--- config.mk ---
export PLATFORM = sky130hd
export DESIGN_NAME = onehot_codec_pipe
export DESIGN_NICKNAME = d
export VERILOG_FILES = /design/src/rtl/onehot_codec_pipe.sv
export SDC_FILE = /design/constraint.sdc
export NUM_CORES = 1
export LEC_CHECK = 0
export BUFFER_PORTS_ARGS = -buffer_cell sky130_fd_sc_hd__clkbuf_2
export CORE_MARGIN = 1.5
export CORE_UTILIZATION = 59
export CTS_BUF_LIST = sky130_fd_sc_hd__clkbuf_4 sky130_fd_sc_hd__clkbuf_8 sky130_fd_sc_hd__clkbuf_16
export CTS_CLUSTER_SIZE = 30
export DETAILED_ROUTE_END_ITERATION = 6
export HOLD_SLACK_MARGIN = 0.08
export PLACE_DENSITY_LB_ADDON = 0.12
export SETUP_SLACK_MARGIN = 0.5
export SLEW_MARGIN = 20
export SYNTH_ARGS = -nofsm -noshare
export SYNTH_HDL_FRONTEND = slang
export SYNTH_SLANG_ARGS = --single-unit
--- constraint.sdc ---
create_clock -name clk -period 3.2 [get_ports clk]
set_input_delay 0.64 -clock clk [delete_from_list [all_inputs] [get_ports clk]]
set_output_delay 0.64 -clock clk [all_outputs]
set_load 0.05 [all_outputs]
--- src/rtl/onehot_codec_pipe.sv ---
// onehot_codec_pipe: registered binary <-> one-hot converter with a per-item error flag
//   and a saturating error counter.
// Latency: 1 cycle from input transfer to out_valid; sustains one result per cycle.
// Backpressure: output register + one skid register; in_ready is a function of registered
//   state only and drops the cycle after the skid register fills.
//
// Ports:
//   clk, rst            clock and synchronous active-high reset
//   in_valid/in_ready   input handshake; in_mode selects encode (0) or decode (1)
//   bin_in, onehot_in   operands for encode and decode respectively
//   out_valid/out_ready output handshake; out_mode, onehot_out, bin_out, out_err form the result
//   err_count           saturating count of erroneous results delivered downstream
module onehot_codec_pipe #(
  parameter int BIN_WIDTH    = 4,
  parameter int ONEHOT_WIDTH = 16,
  parameter int CNT_WIDTH    = 8
) (
  input  logic                    clk,
  input  logic                    rst,
  input  logic                    in_valid,
  output logic                    in_ready,
  input  logic                    in_mode,
  input  logic [BIN_WIDTH-1:0]    bin_in,
  input  logic [ONEHOT_WIDTH-1:0] onehot_in,
  output logic                    out_valid,
  input  logic                    out_ready,
  output logic                    out_mode,
  output logic [ONEHOT_WIDTH-1:0] onehot_out,
  output logic [BIN_WIDTH-1:0]    bin_out,
  output logic                    out_err,
  output logic [CNT_WIDTH-1:0]    err_count
);

  // A one-hot vector wider than the binary code can address, or narrower than
  // two bits, has no meaningful mapping.
  generate
    if (ONEHOT_WIDTH < 2 || ONEHOT_WIDTH > (2 ** BIN_WIDTH)) begin : g_bad_width
      $error("onehot_codec_pipe: ONEHOT_WIDTH must be in 2 .. 2**BIN_WIDTH");
    end
  endgenerate

  typedef struct packed {
    logic                    mode;
    logic [ONEHOT_WIDTH-1:0] onehot;
    logic [BIN_WIDTH-1:0]    bin;
    logic                    err;
  } res_t;

  // ---------------------------------------------------------------------------
  // Combinational conversion of the presented input
  // ---------------------------------------------------------------------------
  logic [ONEHOT_WIDTH-1:0] enc_vec;
  logic [BIN_WIDTH-1:0]    dec_bin;
  logic                    dec_single;
  res_t                    res_new;

  always_comb begin
    enc_vec = '0;
    // Codes at or above ONEHOT_WIDTH match no bit, leaving enc_vec all-zero;
    // that all-zero vector doubles as the out-of-range indication.
    for (int i = 0; i < ONEHOT_WIDTH; i++) begin
      enc_vec[i] = (bin_in == BIN_WIDTH'(i));
    end
  end

  always_comb begin
    dec_bin = '0;
    // Scan from the top so the last hit, i.e. the lowest set bit, wins.
    for (int i = ONEHOT_WIDTH - 1; i >= 0; i--) begin
      if (onehot_in[i]) begin
        dec_bin = BIN_WIDTH'(i);
      end
    end
  end

  // Exactly one bit set: non-zero and clearing the lowest set bit leaves zero.
  assign dec_single = (onehot_in != '0) &&
                      ((onehot_in & (onehot_in - ONEHOT_WIDTH'(1))) == '0);

  always_comb begin
    res_new      = '0;
    res_new.mode = in_mode;
    if (!in_mode) begin
      res_new.onehot = enc_vec;
      res_new.bin    = bin_in;
      res_new.err    = ~|enc_vec;
    end else begin
      res_new.onehot = onehot_in;
      res_new.bin    = dec_bin;
      res_new.err    = ~dec_single;
    end
  end

  // ---------------------------------------------------------------------------
  // Output register (OR) + skid register (SR)
  // ---------------------------------------------------------------------------
  logic                 or_vld_q, or_vld_d;
  res_t                 or_dat_q, or_dat_d;
  logic                 sr_vld_q, sr_vld_d;
  res_t                 sr_dat_q, sr_dat_d;
  logic [CNT_WIDTH-1:0] err_cnt_q, err_cnt_d;

  logic in_xfer;
  logic out_xfer;

  // Readiness depends only on SR occupancy, never on out_ready.
  assign in_ready = !rst && !sr_vld_q;
  assign in_xfer  = in_valid && in_ready;
  assign out_xfer = or_vld_q && out_ready;

  always_comb begin
    or_vld_d  = or_vld_q;
    or_dat_d  = or_dat_q;
    sr_vld_d  = sr_vld_q;
    sr_dat_d  = sr_dat_q;
    err_cnt_d = err_cnt_q;

    if (out_xfer) begin
      if (sr_vld_q) begin
        // SR holds the older item; no input can arrive while SR is full.
        or_dat_d = sr_dat_q;
        sr_vld_d = 1'b0;
      end else if (in_xfer) begin
        // Drain and refill in the same cycle keeps throughput at one per cycle.
        or_dat_d = res_new;
      end else begin
        // Data is left in place so the output fields stay deterministic.
        or_vld_d = 1'b0;
      end
    end else if (in_xfer) begin
      if (!or_vld_q) begin
        or_vld_d = 1'b1;
        or_dat_d = res_new;
      end else begin
        sr_vld_d = 1'b1;
        sr_dat_d = res_new;
      end
    end

    if (out_xfer && or_dat_q.err && (err_cnt_q != '1)) begin
      err_cnt_d = err_cnt_q + CNT_WIDTH'(1);
    end
  end

  always_ff @(posedge clk) begin
    if (rst) begin
      or_vld_q  <= 1'b0;
      or_dat_q  <= '0;
      sr_vld_q  <= 1'b0;
      sr_dat_q  <= '0;
      err_cnt_q <= '0;
    end else begin
      or_vld_q  <= or_vld_d;
      or_dat_q  <= or_dat_d;
      sr_vld_q  <= sr_vld_d;
      sr_dat_q  <= sr_dat_d;
      err_cnt_q <= err_cnt_d;
    end
  end

  // out_valid is masked by rst so nothing is offered downstream during reset,
  // even in the cycle before the reset edge lands.
  assign out_valid  = or_vld_q && !rst;
  assign out_mode   = or_dat_q.mode;
  assign onehot_out = or_dat_q.onehot;
  assign bin_out    = or_dat_q.bin;
  assign out_err    = or_dat_q.err;
  assign err_count  = err_cnt_q;

endmodule

==> metrics.yaml <==
vias: 2746
syn_area_mm2: 0.002801
clock-sinks: 54
portBuffers: 56
grt_max_degree: 44
antenna_cells: 0
cts_tree: "yes"
dp_slack_ns: 0.5718
setup_ws_ns: 0.8602
fmax_mhz: 427.4
numCtsBuffers: 5
synth.distinct_cells: 42
die-area_mm2: 0.005170
dp_hpwl_mm: 4.890
yosys_warnings: 0
critPathMaxStageDelay_ns: 0.57
ant_nets: 0
final_cells: 462
dp_cells: 454
max_cap_violations: 0
synth_nets: 391
rows: 24
critPathSlowestCell: "or4_4"
skew_ns: 0.009232
worst_setup_path_end_kind: "flop"
clk_pin_slew_ns: 0.09
nFillCells: 377
gp_congestion: 0.8933
area_growth_pct: 15.41
pin_count: 57
ir_drop_mv: 0.2785
antenna_found_initial: 0
hold_viol: 0
drt_iter0_drc: 217
track_usage_pct: 27.82
route.detailed.drc: 0
cp-start-kind: "primary input"
ys_seq_area_share_pct: 38.59
synth_edf_count: 0
worst_pin_slew_ns: 0.8781
postSynth.asyncResetShare_pct: 0
status: "finished, final reports clean"
worstPathCellList: "clkbuf_2 -> or4_4 -> a2111oi_4 -> o221ai_2 -> nor4_2 -> a221o_1 -> a21oi_1"
firstDrtPassIters: 4
floorplan.initialDensity_pct: 62.61
layout_commonest_cell: "nor2_1"
finalSetupTns_ns: 0
cp.arrival_ns: 2.52
coreArea_mm2: 0.004474
first_global_vias: 2501
final_cell_mix: "nor2_1 (80), clkbuf_2 (56), dfxtp_1 (54), a21oi_1 (49), a211oi_1 (43)"
place_area_mm2: 0.003104
grt_overflow: 0
post-cts-setup-buffer-count: 0
setup_viol: 0
cts_resized: 0
grt_pass1_wl_mm: 11.61
drt-total-wl_mm: 6.818
avgViaCountPerCell: 5.944
syn-instance-count: 364
drive_gt1_share_pct: 20.49
h-tree-depth: 2
die_y_um: 71.91
power_density_mw_per_mm2: 432.4
synth_top_flop_cell: "dfxtp_1"
relSlewSlack_pct: 41.30
regToRegSetupSlack_ns: 1.11
setup.worst_path.class: "in2reg"
ys_seq_elements: 54
cellLeakagePower_nw: 1.244
wl_per_cell_um: 14.76
crit_fanout: 6
fin_area_mm2: 0.003233
rsz0062_at_grt: "no"
clock_path_buffers: 2
die_w_um: 71.91
ctsHoldBuffers: 0
finalNetCount: 436
hold_class: "reg2reg"
slew_viol_final: 0
fin_crit_sh_pct: 73.12
required_ns: 3.38
period_minus_slack_ns: 2.340
clock_latency_ns: 0.30
root_buffer: "clkbuf_8"
syn_avg_cell_area_um2: 7.696
worst max-delay path: cells and delay by family:
kind	cells	cell delay [ns]
buffers and inverters	1	0.12
AO/OA/AOI/OAI	4	0.78
AND/OR/NAND/NOR	2	0.97
synthesized netlist by cell type, types with 2 or more instances:
cell / count / area (um^2)
nand3_1: 6 / 30.03
maj3_1: 2 / 20.02
ha_1: 2 / 25.02
mux2i_1: 2 / 20.02
nand2_1: 14 / 52.55
and3_1: 3 / 18.77
xnor2_1: 3 / 26.28
or2_2: 3 / 18.77
nor4_2: 2 / 25.02
o41ai_1: 2 / 17.52
nor3_1: 13 / 65.06
nor2_1: 81 / 304.0
nand2b_1: 7 / 43.79
inv_1: 8 / 30.03
or4_4: 2 / 22.52
dfxtp_1: 54 / 1081
clkbuf_1: 24 / 90.09
xor2_1: 3 / 26.28
o2111ai_1: 2 / 17.52
nor2b_1: 4 / 25.02
nor4_1: 7 / 43.79
o31ai_1: 4 / 30.03
a211oi_1: 43 / 322.8
buf_6: 2 / 22.52
a21oi_1: 49 / 245.2
o21ai_0: 4 / 20.02
a31oi_1: 3 / 18.77
state kept, by name, indices dropped and copies added (netlist names):
signal,flops
out_mode,1
err_count,8
or_vld_q,1
sr_dat_q,22
out_err,1
bin_out,4
sr_vld_q,1
onehot_out,16
area by class of cell:
| cell class | count | area (um^2) | share of cell area, % |
|---|---|---|---|
| Multi-Input combinational cell | 275 | 1588 | 49.11 |
| Sequential cell | 54 | 1081 | 33.44 |
| Timing Repair Buffer | 65 | 347.8 | 10.76 |
| Inverter | 8 | 30.03 | 0.9288 |
| Clock inverter | 2 | 38.79 | 1.200 |
| Tap cell | 52 | 65.06 | 2.012 |
| Clock buffer | 6 | 82.58 | 2.554 |
metrics by stage:
| stage | utilization (%) | power, mW | hold WS [ns] |
|---|---|---|---|
| 2_1_floorplan | - | 0.8597 | 0.4507 |
| 3_3_place_gp | 69.38 | 0.9240 | 0.4624 |
| 3_5_place_dp | 69.38 | 0.9279 | 0.4647 |
| 4_1_cts | 72.09 | 1.404 | 0.4791 |
| 5_1_grt | 72.26 | 1.460 | 0.5111 |
| 6_report | 72.26 | 1.398 | 0.4853 |
power breakdown:
group / switching (mW) / total, mW / internal [mW] / leakage (nW)
Clock: 0.223 / 0.480 / 0.258 / 0.0618
Combinational: 0.152 / 0.215 / 0.0636 / 0.746
Sequential: 0.0134 / 0.702 / 0.689 / 0.436
cells by family after synthesis:
| group | synth area share (%) |
|---|---|
| AND/OR/NAND/NOR | 24.39 |
| AO/OA/AOI/OAI | 27.60 |
| flip-flops | 38.59 |
| buffers and inverters | 5.226 |
| XOR/XNOR | 1.876 |
| adder cells (fa/ha/maj) | 1.608 |
| multiplexers | 0.7146 |
routing by layer:
layer	up-vias	global-route usage (%)	routed length (um)
li1	1417	-	-
met1	1253	37.78	3166
met2	67	46.30	3285
met3	9	3.750	285
met4	0	8.595	81
met5	-	0	0
worst paths after layout:
check                from             end  depth (start not counted)
max          onehot_in[7]         out_err                          7
min          sr_dat_q[21]    sr_dat_q[21]                          2
min reg2reg  sr_dat_q[21]    sr_dat_q[21]                          2
max reg2reg      or_vld_q  onehot_out[11]                          6
(Power assumes the default switching activity.)
